**config.mk**
```make
export PLATFORM = sky130hd
export DESIGN_NAME = sticky_priority_arbiter
export DESIGN_NICKNAME = d
export VERILOG_FILES = /design/src/rtl/sticky_priority_arbiter.sv
export SDC_FILE = /design/constraint.sdc
export NUM_CORES = 1
export LEC_CHECK = 0
export BUFFER_PORTS_ARGS = -buffer_cell sky130_fd_sc_hd__buf_2
export CAP_MARGIN = 20
export CORE_ASPECT_RATIO = 1.4
export CORE_MARGIN = 2
export CORE_UTILIZATION = 40
export CTS_CLUSTER_SIZE = 12
export DETAILED_ROUTE_END_ITERATION = 8
export GPL_TIMING_DRIVEN = 1
export PLACE_DENSITY_LB_ADDON = 0.25
export SLEW_MARGIN = 20
export SYNTH_ARGS = -nofsm -noshare
export SYNTH_HDL_FRONTEND = slang
export SYNTH_SLANG_ARGS = --single-unit
```
**constraint.sdc**
```tcl
create_clock -name clk -period 3.03 [get_ports clk]
set_input_delay 0.303 -clock clk [delete_from_list [all_inputs] [get_ports clk]]
set_output_delay 0.303 -clock clk [all_outputs]
set_load 0.01 [all_outputs]
```
**src/rtl/sticky_priority_arbiter.sv**
```systemverilog
// sticky_priority_arbiter
//   Captures request pulses into a sticky pending register and issues them
//   one at a time as registered indices over a valid/ready interface. The
//   interface adds per-line masking, a flush input, and a saturating count
//   of request collisions.
//   The default winner is the highest pending, unmasked index.
//   When the macro RR_PRIORITY_EN is defined, a round-robin pointer makes
//   the most recent winner the lowest priority.
module sticky_priority_arbiter #(
   parameter  int WIDTH = 16,
   localparam int IDX_W = $clog2(WIDTH)
) (
   input  logic             clk,
   input  logic             rst,
   input  logic [WIDTH-1:0] req_i,
   input  logic [WIDTH-1:0] mask_i,
   input  logic             clr_i,
   output logic             out_valid,
   input  logic             out_ready,
   output logic [IDX_W-1:0] out_idx,
   output logic [WIDTH-1:0] pending_o,
   output logic [7:0]       drop_cnt
);

   logic [WIDTH-1:0] pending_reg,   pending_next;
   logic             out_valid_reg, out_valid_next;
   logic [IDX_W-1:0] out_idx_reg,   out_idx_next;
   logic [7:0]       drop_cnt_reg,  drop_cnt_next;

   logic [WIDTH-1:0] cand;
   logic [WIDTH-1:0] grant_vec;
   logic [IDX_W-1:0] win_idx;
   logic             slot_free;
   logic             grant;
   logic             collision;

   // Only registered requests compete, so a pulse is never granted in the
   // cycle that it arrives.
   assign slot_free = !out_valid_reg || out_ready;
   assign cand      = pending_reg & mask_i;
   assign grant     = slot_free && (|cand) && !clr_i;

`ifdef RR_PRIORITY_EN
   logic [IDX_W-1:0] rr_ptr_reg, rr_ptr_next;

   // Round-robin search: rr_ptr first, then downward, wrapping to WIDTH-1
   always_comb begin
      int  pos;
      logic hit;
      pos     = 0;
      hit     = 1'b0;
      win_idx = '0;
      for (int i = 0; i < WIDTH; i++) begin
         pos = (int'(rr_ptr_reg) + WIDTH - i) % WIDTH;
         if (!hit && cand[pos[IDX_W-1:0]]) begin
            win_idx = pos[IDX_W-1:0];
            hit     = 1'b1;
         end
      end
   end

   // After a grant, the winner becomes the lowest priority.
   always_comb begin
      rr_ptr_next = rr_ptr_reg;
      if (grant) begin
         rr_ptr_next = (win_idx == '0) ? IDX_W'(WIDTH - 1) : win_idx - IDX_W'(1);
      end
   end
`else
   // Fixed priority: the highest set candidate index wins.
   always_comb begin
      win_idx = '0;
      for (int i = 0; i < WIDTH; i++) begin
         if (cand[i]) win_idx = IDX_W'(i);
      end
   end
`endif

   // One-hot version of the granted line, used to retire its pending bit
   for (genvar gi = 0; gi < WIDTH; gi++) begin : g_grant
      assign grant_vec[gi] = grant && (win_idx == IDX_W'(gi));
   end

   // A new pulse on an already-pending line, other than the line just
   // granted, is a collision.
   assign collision = |(req_i & pending_reg & ~grant_vec);

   // Next-state logic. A flush drops pending requests and the output slot.
   // It leaves out_idx and the counter unchanged.
   always_comb begin
      pending_next   = (pending_reg & ~grant_vec) | req_i;
      out_valid_next = out_valid_reg;
      out_idx_next   = out_idx_reg;
      drop_cnt_next  = drop_cnt_reg;
      if (clr_i) begin
         pending_next   = '0;
         out_valid_next = 1'b0;
      end else begin
         if (grant) begin
            out_valid_next = 1'b1;
            out_idx_next   = win_idx;
         end else if (slot_free) begin
            out_valid_next = 1'b0;
         end
         if (collision && drop_cnt_reg != 8'hFF) begin
            drop_cnt_next = drop_cnt_reg + 8'd1;
         end
      end
   end

   // State registers with synchronous reset
   always_ff @(posedge clk) begin
      if (rst) begin
         pending_reg   <= '0;
         out_valid_reg <= 1'b0;
         out_idx_reg   <= '0;
         drop_cnt_reg  <= '0;
`ifdef RR_PRIORITY_EN
         rr_ptr_reg    <= IDX_W'(WIDTH - 1);
`endif
      end else begin
         pending_reg   <= pending_next;
         out_valid_reg <= out_valid_next;
         out_idx_reg   <= out_idx_next;
         drop_cnt_reg  <= drop_cnt_next;
`ifdef RR_PRIORITY_EN
         rr_ptr_reg    <= rr_ptr_next;
`endif
      end
   end

   assign out_valid = out_valid_reg;
   assign out_idx   = out_idx_reg;
   assign pending_o = pending_reg;
   assign drop_cnt  = drop_cnt_reg;

endmodule
```
==> results of run 1 <==
## synthesized netlist by cell type, drive strengths merged (2+ instances only)
master | count | area, um^2
nor2 | 24 | 90.1
o21ai | 18 | 93.8
or4 | 3 | 30.0
a22oi | 7 | 80.1
nand2b | 7 | 43.8
mux2i | 2 | 20.0
clkbuf | 3 | 11.3
dfxtp | 29 | 581
nor4 | 2 | 12.5
nand2 | 34 | 130
and3 | 2 | 12.5
o31a | 2 | 17.5
nand3 | 9 | 45.0
a22o | 3 | 26.3
a21oi | 31 | 163
or2 | 2 | 12.5
inv | 12 | 45.0
o311ai | 2 | 17.5
o211ai | 6 | 45.0
and2 | 6 | 37.5
or3 | 5 | 31.3
## per-stage QoR
step	power [mW]	instance area, um^2	std cells	hold slack (ns)	setup WS [ns]
6_report	1.00	2340	376	0.248	0.243
5_1_grt	1.06	2340	376	0.259	0.0977
4_1_cts	1.01	2330	375	0.245	0.168
3_5_place_dp	0.686	2240	368	0.473	0.123
3_3_place_gp	0.682	2240	368	0.464	0.136
2_1_floorplan	0.572	1770	235	0.373	0.406
## critical path: stages (launching register included)
cell      delay [ns]
dfxtp_1         0.37
a22oi_4         0.27
nand2_2         0.11
or4_4           0.57
a21oi_2         0.12
o211ai_1        0.13
or4_4           0.56
o21ai_2         0.15
buf_4           0.18
nor4_1          0.06
o21ba_1         0.16
## where the power goes
part	internal (mW)	switching, mW
logic	0.116	0.141
clock network	0.180	0.140
registers	0.402	0.0226
## area by class of cell
class                      instances  area (um^2)  area share [%]
multi-input combinational        190         1130            48.2
sequential                        29          581            24.8
timing repair buffer              78          425            18.2
clock buffer                       7         86.3            3.69
tap                               60         75.1            3.21
inverter                          12         45.0            1.93
## metal layers
metal,up-vias,global-route usage (%),routed length (um)
li1,1023,-,-
met4,0,10.3,200
met1,961,24.8,2110
met5,-,0,0
met3,21,5.45,343
met2,94,37.5,2750
## kinds of logic after synthesis
logic type                 synth area share [%]
AOI/OAI and AO/OA                          31.8
xor gates and xnor gates                  0.494
adders and majority gates                 0.705
buffers and inverters                      3.81
DFF                                        32.7
muxes                                      1.13
and+or+nand+nor                            29.3
## worst paths after layout
check / startpoint / to / slack (ns) / depth (start not counted)
setup / recovery: pending_o[15] / drop_cnt[5] / 0.24 / 10
hold reg to reg: out_idx[2] / out_idx[2] / 0.49 / 2
hold / removal: req_i[3] / pending_o[3] / 0.25 / 3
setup reg to reg: pending_o[15] / drop_cnt[5] / 0.24 / 10
## timing repair
action	CTS	global route
endpoints found under the setup margin	0	2
hold buffers	0	0
setup buffers	0	1
==> impl_metrics.tcl, run 1 <==
set metrics [dict create \
    final_common_cell "buf_2" \
    postRouteAntennaNets 0 \
    synth_edf_count 0 \
    first_global_vias 1930 \
    wirelength_um 5400 \
    mostFrequentLayoutCells "buf_2, nand2_1, a21oi_1, dfxtp_1, nor2_1" \
    drive_gt1_share_pct 29.7 \
    dieWidth_um 60.3 \
    timing.critical_path.to_type "flop" \
    cts_tree "yes" \
    dr.pass1.iters 4 \
    post-route-min-period_ns 2.79 \
    vias 2099 \
    path_class "flop to flop" \
    die_h_um 82.8 \
    grt_overflow 0 \
    layout.nets 353 \
    drc 0 \
    synthCells 235 \
    antenna_cells 0 \
    syn_nets 272 \
    hp-class "input port to flop" \
    crit_arrival_ns 2.96 \
    ys_async_sr_fraction_pct 0 \
    setup_violations 0 \
    track_usage_pct 22.1 \
    status "finished, final reports clean" \
    netlist_area_um2 1770 \
    core_area_um2 4240 \
    antenna_found_initial 0 \
    drt_iter0_drc 110 \
    cts_buffer_depth 2 \
    cp-start-kind "flop" \
    hold_viol_final 0 \
    start_util_pct 41.9 \
    die-area_um2 4990 \
    syn_avg_cell_area_um2 7.55 \
    power_density_nw_per_um2 428 \
    cts_root_buffer "clkbuf_8" \
    path_max_fanout 10 \
    grt_max_degree 18 \
    insertion_delay_ns 0.28 \
    worst_ep_required_time_ns 3.20 \
    final_core_util_pct 55.2 \
    synth-seq-area-share_pct 32.7 \
    slew_viol_final 0 \
    worst_slew_pin_slew_ns 0.517 \
    p_leak_nw 1.10 \
    tns_ns 0 \
    timing.slew.headroom_pct 65.1 \
    skew_ns 0.00597 \
    peakVddDrop_uv 190 \
    syn2layout_area_growth_pct 31.8 \
    rows 28 \
    max_freq_mhz 359 \
    place_congestion 1.04 \
    avgRoutedWirePerCell_um 14.4 \
    synth_warnings 0 \
    post_cts_resized 0 \
    ys.flop_type "dfxtp_1" \
    numCtsBuffers 5 \
    clk_pin_slew_worst_paths_ns 0.06 \
    grt_pass1_wl_um 8580 \
    maxCapViolCount 0 \
    fin_crit_sh_pct 92.0 \
    num_io_pins 65 \
    dp_hpwl_um 4380 \
    htree_levels 2 \
    n_fill_cell 425 \
    rsz0062_at_grt "no" \
    io_buffers 64 \
    largest_reg_flops 16 \
    clock-sinks 29 \
    vias_per_cell 5.58 \
    synth_cell_type_count 54 \
    ys_ff_latch 29 \
]
(Power assumes the default switching activity.)
==> inputs of run 2 (changes only) <==
--- a/config.mk
+++ b/config.mk
@@ -13,8 +13,7 @@
 export CTS_CLUSTER_SIZE = 12
 export DETAILED_ROUTE_END_ITERATION = 8
 export GPL_TIMING_DRIVEN = 1
-export PLACE_DENSITY_LB_ADDON = 0.25
-export SLEW_MARGIN = 20
+export PLACE_DENSITY_LB_ADDON = 0.12
 export SYNTH_ARGS = -nofsm -noshare
 export SYNTH_HDL_FRONTEND = slang
 export SYNTH_SLANG_ARGS = --single-unit
==> run 2 against run 1 <==
Core utilization up 0.35 points. Highest routed layer unchanged. Sequential share of layout area down 0.16 points. Sequential power about the same. Count of clock-buffer cells in the layout unchanged. Critical path depth unchanged. Worst setup slack worse by 0.0030 ns. Non-clock buffer count unchanged. Via count down 3.1%. Combinational power about the same. Worst hold slack worse by 0.0060 ns. Die area unchanged. Critical path type unchanged.
==> impl_metrics.tcl, run 2 (synthesis results as in run 1) <==
set metrics [dict create \
    final_area_um2 2350 \
    hold_viol_final 0 \
    vias_per_cell 5.40 \
    worst_ep_required_time_ns 3.19 \
    clk_pin_slew_worst_paths_ns 0.06 \
    placed_cell_area_um2 2240 \
    cts_root_buffer "clkbuf_8" \
    final_core_util_pct 55.5 \
    reg2reg_depth 10 \
    peakVddDrop_uv 197 \
    vias 2034 \
    die-area_um2 4990 \
    skew_ns 0.00253 \
    drive_gt1_share_pct 30.3 \
    avgRoutedWirePerCell_um 13.9 \
    cp_slowest_cell "or4_4" \
    maxCapViolCount 0 \
    io_buffers 64 \
    dp_hpwl_um 4240 \
    post-route-min-period_ns 2.79 \
    cp-start-kind "flop" \
    power.switching_mw 0.311 \
    rsz0062_at_grt "no" \
    status "finished, final reports clean" \
    cts_buffer_depth 2 \
    power_frac_comb_pct 24.8 \
    htree_levels 2 \
    post_cts_resized 0 \
    cts_tree "yes" \
    postRouteAntennaNets 0 \
    max_freq_mhz 358 \
    path_max_fanout 5 \
    crit_path_max_incr_delay_ns 0.57 \
    wirelength_um 5250 \
    hold_depth 3 \
    pwr-share-seq_pct 41.0 \
    drt_iter0_drc 128 \
    place_congestion 0.905 \
    num_io_pins 65 \
    fin_crit_sh_pct 92.1 \
    start_util_pct 41.9 \
    path_cells "a222oi_1, o211ai_1, a21o_1, a32oi_1, o211ai_1, or4_4, o21ai_2, buf_4, mux2i_1, nor2_1" \
    layout.nets 353 \
    dieWidth_um 60.3 \
    drc 0 \
    hp-class "input port to flop" \
    timing.critical_path.to_type "flop" \
    crit_top_cell "o211ai_1" \
    track_usage_pct 22.3 \
    grt_pass1_wl_um 8630 \
    syn2layout_area_growth_pct 32.7 \
    slew_viol_final 0 \
    core_area_um2 4240 \
    antenna_found_initial 0 \
    whs_ns 0.242 \
    tns_ns 0 \
    rows 28 \
    numCtsBuffers 5 \
    setup_violations 0 \
    p_int_mw 0.721 \
    path_class "flop to flop" \
    pwr-share-clk_pct 34.3 \
    final_common_cell "buf_2" \
    p_leak_nw 1.11 \
    die_h_um 82.8 \
    grt_overflow 0 \
    clock-sinks 29 \
    dr.pass1.iters 4 \
    crit_arrival_ns 2.95 \
    insertion_delay_ns 0.28 \
    first_global_vias 1893 \
    antenna_cells 0 \
    mostFrequentLayoutCells "buf_2, nand2_1, a21oi_1, dfxtp_1, nor2_1" \
    power_density_nw_per_um2 439 \
    largest_reg_flops 16 \
    worst_slew_pin_slew_ns 0.476 \
    n_fill_cell 433 \
    swShare_pct 30.1 \
    timing.slew.headroom_pct 68.2 \
    grt_max_degree 18 \
]
-- run 2: area by class of cell --
cell class                      instances  area, um^2  area share, %
Inverter                               12        45.0           1.91
Tap cell                               60        75.1           3.19
Timing Repair Buffer                   78         425           18.1
Multi-Input combinational cell        190        1130           47.8
Clock inverter                          1        5.00          0.213
Clock buffer                            7        96.3           4.09
Sequential cell                        29         581           24.7
-- run 2: per-layer routing --
layer / routed length (um) / global-route usage (%)
met4: 126 / 8.69
met5: 0 / 0
met2: 2700 / 37.5
met1: 2210 / 27.3
met3: 217 / 3.74
-- run 2: power groups by stage --
stage          Clock (mW)  Combinational, mW  Sequential, mW
3_5_place_dp            0              0.253           0.432
4_1_cts             0.367              0.254           0.423
2_1_floorplan           0              0.133           0.439
6_report            0.354              0.256           0.423
3_3_place_gp            0              0.251           0.431
5_1_grt             0.383              0.282           0.427
-- run 2: metrics by stage --
step | power, mW | instances | setup WS, ns
5_1_grt | 1.09 | 377 | 0.0999
3_5_place_dp | 0.685 | 368 | 0.124
2_1_floorplan | 0.572 | 235 | 0.406
3_3_place_gp | 0.682 | 368 | 0.119
6_report | 1.03 | 377 | 0.240
4_1_cts | 1.04 | 376 | 0.173
-- run 2: critical path: cells and delay by family, from the launching register on --
kind | cells | cell delay [ns]
AOI/OAI and AO/OA | 6 | 1.38
and+or+nand+nor | 2 | 0.62
DFF | 1 | 0.34
muxes | 1 | 0.18
buffers and inverters | 1 | 0.15
-- run 2: path summary, 6_finish.rpt --
kind              slack, ns           end          from
setup / recovery       0.24   drop_cnt[1]  pending_o[9]
hold / removal         0.24  pending_o[0]      req_i[0]
setup reg to reg       0.24   drop_cnt[1]  pending_o[9]
hold reg to reg        0.48    out_idx[1]    out_idx[1]
-- run 2: what timing repair did --
item	4_1_cts	5_1_grt
setup buffers	0	1
hold buffers	0	0
setup endpoints to repair	0	2
